==> src/rtl/alu_operand_pkg.sv <==
// Shared constants and instruction-field helpers for the ALU operand stage.
// Immediate helpers return a 64-bit sign-extended value. Callers cast the
// result down to their own XLEN, which gives the correct result for both
// XLEN=32 and XLEN=64.
package alu_operand_pkg;

    // Operand source select encoding, shared by operand A and operand B
    localparam logic [2:0] ALU_SRC_ZERO  = 3'b000;
    localparam logic [2:0] ALU_SRC_FOUR  = 3'b001;
    localparam logic [2:0] ALU_SRC_PC    = 3'b010;
    localparam logic [2:0] ALU_SRC_REG   = 3'b011;
    localparam logic [2:0] ALU_SRC_IMM_I = 3'b100;
    localparam logic [2:0] ALU_SRC_IMM_U = 3'b101;
    localparam logic [2:0] ALU_SRC_IMM_S = 3'b110;
    localparam logic [2:0] ALU_SRC_IMM_B = 3'b111;

    // Widest datapath supported by the helpers below
    localparam int MAX_XLEN = 64;

    // I-type immediate: instr[31:20]
    function automatic logic [MAX_XLEN-1:0] imm_i(input logic [31:0] instr);
        return {{52{instr[31]}}, instr[31:20]};
    endfunction

    // U-type immediate: upper 20 bits, low 12 bits zero, sign from bit 31
    function automatic logic [MAX_XLEN-1:0] imm_u(input logic [31:0] instr);
        return {{32{instr[31]}}, instr[31:12], 12'b0};
    endfunction

    // S-type immediate: split 12-bit store offset
    function automatic logic [MAX_XLEN-1:0] imm_s(input logic [31:0] instr);
        return {{52{instr[31]}}, instr[31:25], instr[11:7]};
    endfunction

    // B-type immediate: 13-bit branch offset, bit 0 always zero
    function automatic logic [MAX_XLEN-1:0] imm_b(input logic [31:0] instr);
        return {{51{instr[31]}}, instr[31], instr[7], instr[30:25], instr[11:8], 1'b0};
    endfunction

    // Register index fields
    function automatic logic [4:0] rs1_idx(input logic [31:0] instr);
        return instr[19:15];
    endfunction

    function automatic logic [4:0] rs2_idx(input logic [31:0] instr);
        return instr[24:20];
    endfunction

endpackage

==> src/rtl/alu_operand_select.sv <==
// Combinational selection of one ALU operand: source mux, forwarding
// priority (lowest index wins) and the load-use hazard flag for that operand.
module alu_operand_select
    import alu_operand_pkg::*;
#(
    parameter int XLEN    = 32,
    parameter int NUM_FWD = 2
) (
    input  logic [2:0]              i_src,
    input  logic [31:0]             i_instr,
    input  logic [XLEN-1:0]         i_pc,
    input  logic [4:0]              i_reg_idx,
    input  logic [XLEN-1:0]         i_reg_data,
    input  logic [NUM_FWD-1:0]      i_fwd_valid,
    input  logic [NUM_FWD-1:0]      i_fwd_pending,
    input  logic [5*NUM_FWD-1:0]    i_fwd_rd,
    input  logic [XLEN*NUM_FWD-1:0] i_fwd_data,
    output logic [XLEN-1:0]         o_operand,
    output logic                    o_hazard
);

    logic [NUM_FWD-1:0] w_match;
    logic [XLEN-1:0]    w_reg_value;
    logic               w_win_pending;

    // Opcode bits play no part in operand selection
    logic w_unused_opcode;
    assign w_unused_opcode = &{1'b0, i_instr[6:0]};

    // Per-entry match: valid entry writing the register we read
    generate
        for (genvar gi = 0; gi < NUM_FWD; gi++) begin : g_match
            assign w_match[gi] = i_fwd_valid[gi] && (i_fwd_rd[5*gi +: 5] == i_reg_idx);
        end
    endgenerate

    // Priority pick: scan from oldest to youngest so the lowest index wins;
    // x0 is hard-wired and never takes a forwarded value
    always_comb begin
        w_reg_value   = i_reg_data;
        w_win_pending = 1'b0;
        if (i_reg_idx != 5'd0) begin
            for (int i = NUM_FWD - 1; i >= 0; i--) begin
                if (w_match[i]) begin
                    w_reg_value   = i_fwd_data[XLEN*i +: XLEN];
                    w_win_pending = i_fwd_pending[i];
                end
            end
        end
    end

    // Source mux
    always_comb begin
        o_operand = '0;
        case (i_src)
            ALU_SRC_ZERO:  o_operand = '0;
            ALU_SRC_FOUR:  o_operand = XLEN'(4);
            ALU_SRC_PC:    o_operand = i_pc;
            ALU_SRC_REG:   o_operand = w_reg_value;
            ALU_SRC_IMM_I: o_operand = XLEN'(imm_i(i_instr));
            ALU_SRC_IMM_U: o_operand = XLEN'(imm_u(i_instr));
            ALU_SRC_IMM_S: o_operand = XLEN'(imm_s(i_instr));
            ALU_SRC_IMM_B: o_operand = XLEN'(imm_b(i_instr));
            default:       o_operand = '0;
        endcase
    end

    // A stall is only needed when the register value is actually used
    assign o_hazard = (i_src == ALU_SRC_REG) && w_win_pending;

endmodule

==> src/rtl/alu_operand_stage.sv <==
// Registered ALU operand stage: selects operands A and B with forwarding,
// stalls on pending load results and holds the result in a one-entry
// pipeline register with a valid/ready handshake toward execute.
module alu_operand_stage
    import alu_operand_pkg::*;
#(
    parameter int XLEN    = 32,
    parameter int NUM_FWD = 2
) (
    input  logic                    clk,
    input  logic                    reset,
    input  logic                    flush,
    input  logic                    in_valid,
    output logic                    in_ready,
    input  logic [XLEN-1:0]         in_instr_addr,
    input  logic [31:0]             in_instr,
    input  logic [2:0]              in_src_a,
    input  logic [2:0]              in_src_b,
    input  logic [XLEN-1:0]         in_rs1_data,
    input  logic [XLEN-1:0]         in_rs2_data,
    input  logic [NUM_FWD-1:0]      fwd_valid,
    input  logic [NUM_FWD-1:0]      fwd_pending,
    input  logic [5*NUM_FWD-1:0]    fwd_rd,
    input  logic [XLEN*NUM_FWD-1:0] fwd_data,
    output logic                    out_valid,
    input  logic                    out_ready,
    output logic [XLEN-1:0]         out_op_a,
    output logic [XLEN-1:0]         out_op_b,
    output logic [31:0]             out_instr
);

    logic [XLEN-1:0] w_op_a;
    logic [XLEN-1:0] w_op_b;
    logic            w_hazard_a;
    logic            w_hazard_b;
    logic            w_hazard;
    logic            w_accept;

    logic            r_out_valid;
    logic [XLEN-1:0] r_op_a;
    logic [XLEN-1:0] r_op_b;
    logic [31:0]     r_instr;

    // Operand A reads rs1
    alu_operand_select #(
        .XLEN    (XLEN),
        .NUM_FWD (NUM_FWD)
    ) u_sel_a (
        .i_src         (in_src_a),
        .i_instr       (in_instr),
        .i_pc          (in_instr_addr),
        .i_reg_idx     (rs1_idx(in_instr)),
        .i_reg_data    (in_rs1_data),
        .i_fwd_valid   (fwd_valid),
        .i_fwd_pending (fwd_pending),
        .i_fwd_rd      (fwd_rd),
        .i_fwd_data    (fwd_data),
        .o_operand     (w_op_a),
        .o_hazard      (w_hazard_a)
    );

    // Operand B reads rs2
    alu_operand_select #(
        .XLEN    (XLEN),
        .NUM_FWD (NUM_FWD)
    ) u_sel_b (
        .i_src         (in_src_b),
        .i_instr       (in_instr),
        .i_pc          (in_instr_addr),
        .i_reg_idx     (rs2_idx(in_instr)),
        .i_reg_data    (in_rs2_data),
        .i_fwd_valid   (fwd_valid),
        .i_fwd_pending (fwd_pending),
        .i_fwd_rd      (fwd_rd),
        .i_fwd_data    (fwd_data),
        .o_operand     (w_op_b),
        .o_hazard      (w_hazard_b)
    );

    // Hazard is purely combinational on the current inputs
    assign w_hazard = w_hazard_a || w_hazard_b;
    assign in_ready = (!r_out_valid || out_ready) && !w_hazard;
    assign w_accept = in_valid && in_ready;

    // Pipeline register: flush beats accept, accept beats drain;
    // data only moves on an accepted (unflushed) transfer
    always_ff @(posedge clk or posedge reset) begin
        if (reset) begin
            r_out_valid <= 1'b0;
            r_op_a      <= '0;
            r_op_b      <= '0;
            r_instr     <= '0;
        end else if (flush) begin
            r_out_valid <= 1'b0;
        end else if (w_accept) begin
            r_out_valid <= 1'b1;
            r_op_a      <= w_op_a;
            r_op_b      <= w_op_b;
            r_instr     <= in_instr;
        end else if (out_ready) begin
            r_out_valid <= 1'b0;
        end
    end

    assign out_valid = r_out_valid;
    assign out_op_a  = r_op_a;
    assign out_op_b  = r_op_b;
    assign out_instr = r_instr;

endmodule

==> config.mk <==
export PLATFORM = sky130hd
export DESIGN_NAME = alu_operand_stage
export DESIGN_NICKNAME = d
export VERILOG_FILES = /design/src/rtl/alu_operand_pkg.sv /design/src/rtl/alu_operand_select.sv /design/src/rtl/alu_operand_stage.sv
export SDC_FILE = /design/constraint.sdc
export NUM_CORES = 1
export LEC_CHECK = 0
export CAP_MARGIN = 20
export CORE_ASPECT_RATIO = 2
export CORE_UTILIZATION = 45
export CTS_CLUSTER_SIZE = 8
export DETAILED_ROUTE_END_ITERATION = 8
export PLACE_DENSITY = 0.79
export SETUP_SLACK_MARGIN = 0.15
export SYNTH_ARGS = -nofsm -noshare
export SYNTH_HDL_FRONTEND = slang
export SYNTH_SLANG_ARGS = --single-unit
==> constraint.sdc <==
create_clock -name clk -period 4.7 [get_ports clk]
set_clock_uncertainty 0.2 [all_clocks]
set_input_delay 1.41 -clock clk [delete_from_list [all_inputs] [get_ports clk]]
set_output_delay 1.41 -clock clk [all_outputs]
set_load 0.02 [all_outputs]
Yosys cells after proc, flatten, opt, wreduce, memory -nomap -nowiden

Cells that the tools add are included.

Reduce and logical (&&, ||, !) cells: 18
Equal/unequal tests: 18
Muxes and demuxes: 17
Bitwise gates (word level): 1

Operator list:

| cell                                                                  | number |
|---|---|
| 32-bit case mux with 8 select lines                                   | 2 |
| 32-bit two-way mux                                                    | 6 |
| 3-bit equality test, second input constant                            | 8 |
| 5-bit equality test                                                   | 4 |
| 3-bit by 2-bit equality test with 1-bit output, second input constant | 4 |
| 5-bit nonzero test                                                    | 2 |
| 1-bit two-way mux                                                     | 9 |
| 1-bit logical AND                                                     | 8 |
| 3-bit by 1-bit equality test with 1-bit output, second input constant | 2 |
| 3-bit zero test                                                       | 2 |
| 3-bit nonzero test                                                    | 1 |
| 1-bit zero test                                                       | 2 |
| 1-bit logical OR                                                      | 2 |
| 2-bit AND reduction                                                   | 1 |
| 1-bit inverter                                                        | 1 |

Bits in registers: 97
Word-level logic and storage cells: 58
Output and inout port bits: 98
Input port bits: 217

Longest topological paths before layout

Gate-level depths: netlist of run 1.

Depth after elaboration: 12
Depth in mapped cells: 11

Modules after synthesis

Synthesis of run 1 repeated with hierarchy kept, for this count alone.

Cells, all modules: 797
Area, all modules: 7455.9 sq um

By module, submodules not included:

| module             | times used | area an instance (sq um) | cells an instance |
|---|---|---|---|
| alu_operand_stage  | 1          | 3734.8                   | 209 |
| alu_operand_select | 2          | 1860.5                   | 294 |

Least setup slack after synthesis of run 1

OpenSTA, ideal clock, no wires.

Path type: input -> output
From: input port in_instr[24]
To: output port in_ready
Setup slack: 0.203 ns
Arrival time: 2.887 ns
Cell stages on the path: 7
Cell sequence: buf_4 -> xor2_1 -> nor4_1 -> and3_1 -> buf_2 -> or4b_1 -> and4_1

Word-level cells in the longest chain between the ends: 9
Elaborated cells on any way between the ends: 12
Those cells by class: eq/ne (2); mux (3); reduce/logical (7)

RTL lines:

| element                         | RTL line                 | RTL |
|---|---|---|
| start, declared                 | alu_operand_stage.sv:16  | `input logic [31:0] in_instr,` |
| 5-bit equality test             | alu_operand_select.sv:33 | `assign w_match[gi] = i_fwd_valid[gi] && (i_fwd_rd[5*gi +: 5] == i_reg_idx);` |
| 1-bit logical AND               | alu_operand_select.sv:33 |  |
| 1-bit two-way mux (2 in series) | alu_operand_select.sv:44 | `if (w_match[i]) begin` |
| 1-bit two-way mux (*)           | alu_operand_select.sv:42 | `if (i_reg_idx != 5'd0) begin` |
| 1-bit logical AND (*)           | alu_operand_select.sv:69 | `assign o_hazard = (i_src == ALU_SRC_REG) && w_win_pending;` |
| 1-bit logical OR (*)            | alu_operand_stage.sv:81  | `assign w_hazard = w_hazard_a \|\| w_hazard_b;` |
| 1-bit zero test (*)             | alu_operand_stage.sv:82  | `assign in_ready = (!r_out_valid \|\| out_ready) && !w_hazard;` |
| 1-bit logical AND (*)           | alu_operand_stage.sv:82  |  |
| end, declared                   | alu_operand_stage.sv:14  | `output logic in_ready,` |

Mark *: on every way between the ends. The rest lies on a longest branch, timed or not.

Worst setup path in the final report of run 1

Ends and elaborated chain as after synthesis.

==> results.md, run 1 <==
- The number of H-tree levels is 3.
- The clock tree buffer depth is 2.
- The routed layout has 9425 vias.
- The share of the synthesized area in the top cell type is 29.7%.
- The maximum number of pins on one net before global-route repair is 54.
- By area the synthesized netlist is led by sky130_fd_sc_hd__dfrtp_1 (30%), sky130_fd_sc_hd__mux2_4 (10%), sky130_fd_sc_hd__o221ai_1 (7.8%).
- Once the floorplan was initialized, standard cells occupied 45.9% of the core.
- The flow ran to the end, and the final reports show no timing, DRC or antenna violations.
- The HPWL after detailed placement is 27200 um.
- The analysis attributes to net switching a power of 1.18 mW.
- The global placement routability congestion is 0.991.
- The most common cell in the synthesized netlist is sky130_fd_sc_hd__nor2_1.
- The detailed-route vias per instance is 6.31.
- For this run, the number of Yosys warnings is 0.
- STA puts the critical path data required time at 3.09 ns.
- The net count of the finished layout is 1491.
- The total overflow left after global routing is 0.
- Clock tree synthesis found a total of 97 sinks.
- The nature of the critical path startpoint is an input pin.
- The growth of design area from synthesis to finish is 49.4%.
- The final routed DRC violation total is 0.
- The final-report hold violation count was 0.
- Hold timing on the final database bottoms out at a slack of 0.288 ns.
- The global-route track usage on met1 is 39.4%.
- The worst-case vdd ir drop is 0.220 mV.
- Global routing used 37.8% of the available tracks across all layers.
- The kind of critical path is in -> out.
- The share of synthesized registers carrying an async set or reset is 100%.
- Setup repair after global routing could not meet its margin everywhere.
- The clock period minus final worst setup slack is 4.63 ns.
- The number of antenna violations at the first check in global routing was 1.
- Cells with a size suffix above 1 make up 14.9% of the layout.
- The number of cell instances on the worst register-to-register path is 5.
- The cell internal power dissipation is 2.15 mW.
- Summed over all layers, the routed wires come to 36100 um.
- In this run the core area contains 69 standard-cell rows.
- The post-route core utilization is 68.6%.
- The arrival time reported for the critical path endpoint is 3.02 ns.
- The via count of the first global-routing pass was 9546.
- Dividing the detail-routed wire length by the instance count gives 24.2 um.
- The number of clock buffers added by TritonCTS is 9.
- Across the run, the number of max-cap violations was 0.
- The number of nets still failing antenna checks after routing is 0.
- In the final timing run, aggregate negative setup slack is 0 ns.
- The die height is 193 um.
- The floorplan step defined a die boundary enclosing 18700 um^2.
- At the pin with the least slew margin, the transition time is 0.867 ns.
- The filler cells instantiated in the layout total 1441.
- The number of DRC markers in iteration 0 is 668.
- The core region is 17800 um^2.
- The register bit total from synthesis is 97.
- The endpoint of the worst-slack reg-to-reg timing path is out_instr[9]$_DFFE_PP0P_.
- Timing analysis after detailed placement gives a worst setup slack of -0.734 ns.
- In this run the cell area of the synthesized design comes to 8170 um^2.
- The met3 global-route usage is 5.83%.
- In this run switching power makes up 35.5% of total power.
- The CTS tree is yes.
- Buffers inserted to repair hold after CTS numbered 0.
- The number of placed I/O pins is 315.
- The end point of the most critical hold path is out_op_a[6]$_DFFE_PP0P_.
- The count of input and output buffers is 314.
- The most critical setup path has its startpoint at in_instr[24].
- The timing-limited maximum frequency is 0.216 GHz.
- The number of detailed-routing iterations run before antenna repair is 6.
- Of all nets on the critical path, the largest fanout is 2.
- Synthesis instantiated 49 different standard cells from the library.
- The most used flip-flop cell after synthesis is sky130_fd_sc_hd__dfrtp_1.
- Sorting the synthesized cells by how often they occur yields sky130_fd_sc_hd__nor2_1 (108), sky130_fd_sc_hd__dfrtp_1 (97), sky130_fd_sc_hd__nand2_1 (94).
- The endpoint type of the worst setup path is a primary output.
- Setup violations remaining at the end of the flow were counted as 0.
- Registers are responsible for 32.9% of the overall power.
- The final period utilization is 98.6%.
- In this run the critical register-to-register path is launched from out_valid$_DFFE_PP0P_.
- The share of total power dissipated in combinational logic is 44.3%.
- The clock latency reported for the late side of the worst-skew pair is 0.37 ns.
- The number of max-slew violations in the final report is 0.
- The cell count after synthesis came out at 961.
- The share of the Yosys chip area taken by registers is 29.7%.
- The tightest min-delay check is of the reg -> reg type.
- The internal reg-to-reg setup slack is 2.36 ns.
- Counting flops with a built-in enable in the synthesized netlist gives 0.
- The cell type with the highest aggregate area in the netlist is sky130_fd_sc_hd__dfrtp_1.
- The first global-routing pass estimated 53800 um of wire.
- In this run the power density over the cells is 272 nW/um^2.
- The met2 track utilization from global routing is 68.6%.
- The number of nets handed over by synthesis was 1178.
- The worst slew margin relative to its limit is 42.1%.
- The clock tree root buffer cell is sky130_fd_sc_hd__clkbuf_16.
- The leakage power summed over all cells is 4.96 nW.
- Setup slack closes at 0.0661 ns.
- The launch instance of the worst min-delay path is out_op_a[6]$_DFFE_PP0P_.
- The layer carrying the most global-route usage is met2.
- The die is 97.3 um wide.
- After synthesis, the mean cell area works out to 8.50 um^2.
- The number of instances on the worst hold path is 1.
- In this run, the clock network consumes 22.8% of the power.
- The register clock-pin slew on the reported worst setup and hold paths is 0.08 ns.
-- worst max-delay path: stages --
cell and delay, ns:
sky130_fd_sc_hd__buf_2 0.11, sky130_fd_sc_hd__xor2_1 0.15, sky130_fd_sc_hd__nor4_2 0.27, sky130_fd_sc_hd__and3_1 0.26, sky130_fd_sc_hd__or4b_4 0.48, sky130_fd_sc_hd__and4_1 0.21, sky130_fd_sc_hd__buf_6 0.13
-- flip-flops by register name, summed over array words and instances (netlist names) --
name,count
out_op_b,32
out_op_a,32
out_instr,32
out_valid,1
-- layout by cell type, fill, tap and decap left out, drive strengths merged, types with 3 or more instances in the layout --
cell	count
clkdlybuf4s50	289
nor2	108
buf	98
dfrtp	97
nand2	94
mux2	93
a21oi	77
o221ai	73
a22oi	46
inv	39
nand2b	33
mux2i	29
o21ai	24
or3	23
o21a	21
a2111oi	19
xnor2	12
dlygate4sd2	10
clkbuf	10
o41ai	9
nor2b	9
xor2	8
nor3	8
o22ai	6
a31o	6
and2	6
nand3	4
a22o	3
nor4	3
-- through the flow --
step	cell area, um^2	power (mW)	cells
after floorplan	8170	1.79	961
after global placement	11900	2.55	1474
after detailed placement	11900	2.56	1474
after CTS	12200	3.32	1492
after global routing	12200	3.45	1493
final	12200	3.32	1494
-- final cells by class --
type | instances | area, um^2 | area share (%)
multi-input cells | 733 | 5230 | 42.8
diodes | 2 | 5.00 | 0.0410
clock buffers | 10 | 239 | 1.96
flip-flops and latches | 97 | 2430 | 19.9
clock inverters | 6 | 56.3 | 0.461
well taps | 213 | 267 | 2.18
inverters | 35 | 134 | 1.10
repair buffers | 398 | 3850 | 31.5
-- power groups by stage --
stage	logic, mW	clock network, mW	registers [mW]
finish	1.47	0.759	1.09
global route	1.54	0.796	1.11
CTS	1.46	0.765	1.09
detailed placement	1.46	0	1.11
global placement	1.45	0	1.10
floorplan	0.506	0	1.29
-- how the worst max path moves through the flow --
stage | endpoint | slack (ns) | cells past startpoint
after floorplan | in_ready | 0.20 | 7
after global placement | in_ready | -0.69 | 7
after detailed placement | in_ready | -0.73 | 7
after CTS | in_ready | 0.07 | 7
after global routing | in_ready | 0.03 | 7
final | in_ready | 0.07 | 7
-- logic make-up (layout without fill, tap and decap cells) --
family	after synthesis	in the layout	share of synthesized area (%)
buf+inv	131	449	6.97
xor+xnor	20	20	2.14
compound gates	290	290	25.2
other cells	0	2	0
flops	97	97	29.7
simple gates	301	301	17.0
mux	122	122	19.0
-- routing by layer --
layer  up-vias  part of all wire [%]
met5         -                     0
met4         0                   7.5
met3       170                   7.9
met2       635                    52
met1      4450                    33
li1       4170                     -
-- timing repair --
item	4_1_cts	5_1_grt
resized for setup	84	4
buffers inserted	2	0
setup endpoints to repair	1	1
pin swaps	12	5
endpoints found under the hold margin	0	0
(Power assumes the default switching activity.)
==> run 2: changes to the inputs <==
==> constraint.sdc (replaced) <==
create_clock -name clk -period 5.2 [get_ports clk]
set_clock_uncertainty 0.2 [all_clocks]
set_input_delay 1.56 -clock clk [delete_from_list [all_inputs] [get_ports clk]]
set_output_delay 1.56 -clock clk [all_outputs]
set_load 0.02 [all_outputs]
==> results.md, run 2 (synthesized netlist as in run 1, its figures left out) <==
- The run finished with clean final reports.
- The number of violations of the max-capacitance limit is 0.
- The final worst slack is 0.226 ns.
- TritonCTS built the clock tree.
- Global routing consumed, over all layers together, 38.4% of the routing resources.
- The register clock-pin slew on the reported worst setup and hold paths is 0.07 ns.
- The number of nets still failing antenna checks after routing is 0.
- In this run the worst setup path begins at fwd_rd[3].
- The required time at the worst-slack endpoint is 3.44 ns.
- The row count is 69.
- After global routing the overflow that remains totals 0.
- The end point of the most critical hold path is out_op_a[13]$_DFFE_PP0P_.
- The initial core utilization is 45.9%.
- The tree is rooted in a sky130_fd_sc_hd__clkbuf_16.
- The top fanout value on the critical path is 3.
- The global placement routability congestion is 0.980.
- After detailed routing, the average wire length per cell comes to 24.8 um.
- The die width is 97.3 um.
- Detailed placement ended at an HPWL of 26800 um.
- The share of cells above drive strength 1 is 13.6%.
- The die height is 193 um.
- At the later pin of the worst-skew pair, clock insertion delay measures 0.36 ns.
- The pre-CTS setup slack is -0.555 ns.
- Before antenna repair, the detailed router went through 6 iterations.
- The clock tree buffer depth is 2.
- Setup repair after global routing left no endpoint under its margin.
- The worst register-to-register path has a depth of 5.
- The via count of the first global-routing pass came to 9504.
- The worst slew margin relative to its limit is 35.4%.
- The post-route total power is 2.99 mW.
- At the pin with the least slew margin, the transition time is 0.967 ns.
- In this run the most critical hold path is launched from out_op_a[13]$_DFFE_PP0P_.
- The region available for standard cell placement spans 17800 um^2.
- The aggregate routed wire length is 36700 um.
- The final setup violation count is 0.
- Entering global routing, the biggest net connects 98 pins.
- Compared with the post-synthesis result, the final layout area differs by 46.4%.
- The internal reg-to-reg setup slack is 2.73 ns.
- Dividing the final minimum period by the clock period gives 95.7%.
- Counting instances, the worst hold path has a depth of 1.
- The final-report hold violation count is 0.
- The leakage power summed over all cells is 4.85 nW.
- The clock buffer count from CTS is 9.
- The floorplan step defined a die boundary enclosing 18700 um^2.
- In the layout the commonest cells are sky130_fd_sc_hd__clkdlybuf4s50_1 (295), sky130_fd_sc_hd__nor2_1 (107), sky130_fd_sc_hd__dfrtp_1 (97), sky130_fd_sc_hd__nand2_1 (94), sky130_fd_sc_hd__a21oi_1 (77).
- The number of antenna violations at the first check in global routing was 3.
- The first routing iteration left 864 violations.
- Buffers placed on the I/O ports in this run total 314.
- During I/O placement, the number of pins put on the boundary was 315.
- STA puts the critical path data arrival time at 3.21 ns.
- The number of max-slew violations in the final report is 0.
- After detailed routing, the number of remaining DRC violations is 0.
- Across the VDD grid, the largest voltage drop is 0.171 mV.
- The library cell used most frequently in the layout, excluding fill and tap cells, is sky130_fd_sc_hd__clkdlybuf4s50_1.
- The detailed router placed 9508 vias in this run.
- The kind of critical path is in -> out.
- The post-route worst hold slack is 0.288 ns.
- STA classifies the critical path endpoint as a primary output.
- In this run, post-CTS hold repair placed 0 buffers.
- The kind of path behind the tightest hold check is reg -> reg.
- Static timing analysis puts the maximum clock frequency at 0.201 GHz.
- The endpoint of the worst-slack reg-to-reg timing path is out_op_a[16]$_DFFE_PP0P_.
- The detailed-route vias per instance is 6.43.
- In this run the critical register-to-register path is launched from out_valid$_DFFE_PP0P_.
- In this run the number of H-tree levels came out at 3.
- The first global-routing pass estimated 54900 um of wire.
- Counting I/O delays and the setup requirement, the final critical path takes 4.97 ns.
- The power density relative to cell area is 250 nW/um^2.
- In the final design database the tool counted 1475 nets.
- The nature of the critical path startpoint is an input pin.
- CTS saw 97 sinks.
==> run 2: cell types whose count changed in the layout (fill, tap and decap cells not counted), sizes merged <==
cell,previous run,this run
clkdlybuf4s50,289,295
inv,39,38
dlygate4sd2,10,3
dlymetal6s2s,0,2
clkbuf,10,19
clkinvlp,1,0
clkinv,1,3
buf,98,72
==> run 2: stage by stage <==
stage	util (%)	instances	setup TNS (ns)	instance area (um^2)
after floorplan	-	961	0	8170
after global placement	65.6	1459	-0.502	11700
after detailed placement	65.6	1459	-0.555	11700
after CTS	67.4	1476	0	12000
after global routing	67.3	1478	0	12000
final	67.3	1478	0	12000
==> run 2: where the power goes <==
part / total (mW) / internal (mW) / switching [mW]
Clock: 0.691 / 0.350 / 0.341
Combinational: 1.32 / 0.677 / 0.638
Sequential: 0.987 / 0.898 / 0.0890
Total: 2.99 / 1.93 / 1.07
==> run 2: how the worst max path moves through the flow <==
| stage | depth (start not counted) | slack (ns) | to |
|---|---|---|---|
| finish | 7 | 0.23 | in_ready |
| global placement | 7 | -0.50 | in_ready |
| global route | 8 | 0.15 | in_ready |
| floorplan | 7 | 0.40 | in_ready |
| CTS | 7 | 0.15 | in_ready |
| detailed placement | 7 | -0.56 | in_ready |
==> run 2: layout make-up <==
| type | count | area (um^2) |
|---|---|---|
| multi-input combinational | 733 | 5220 |
| timing repair buffer | 382 | 3610 |
| fill | 1467 | 5820 |
| sequential | 97 | 2430 |
| clock buffer | 10 | 239 |
| tap | 213 | 267 |
| antenna | 2 | 5.00 |
| clock inverter | 6 | 57.6 |
| inverter | 35 | 134 |
==> run 2: critical path, cell delays in order <==
cell                              delay [ns]
sky130_fd_sc_hd__clkdlybuf4s50_1        0.49
sky130_fd_sc_hd__xnor2_1                0.16
sky130_fd_sc_hd__nand2_1                0.12
sky130_fd_sc_hd__nor3_2                 0.07
sky130_fd_sc_hd__or4b_4                 0.48
sky130_fd_sc_hd__and4_1                 0.20
sky130_fd_sc_hd__buf_6                  0.14
==> run 2: timing repair <==
action,4_1_cts,5_1_grt
setup endpoints to repair,1,1
setup buffers,1,0
pin swaps,6,9
gates resized for setup,35,21
==> run 2: metal layers <==
layer,part of all wire [%],GRT usage (%),vias up
met3,8.7,7.50,205
li1,-,-,4116
met2,50,66.3,692
met1,33,40.8,4493
met4,8.1,30.8,2
met5,0.030,0,-
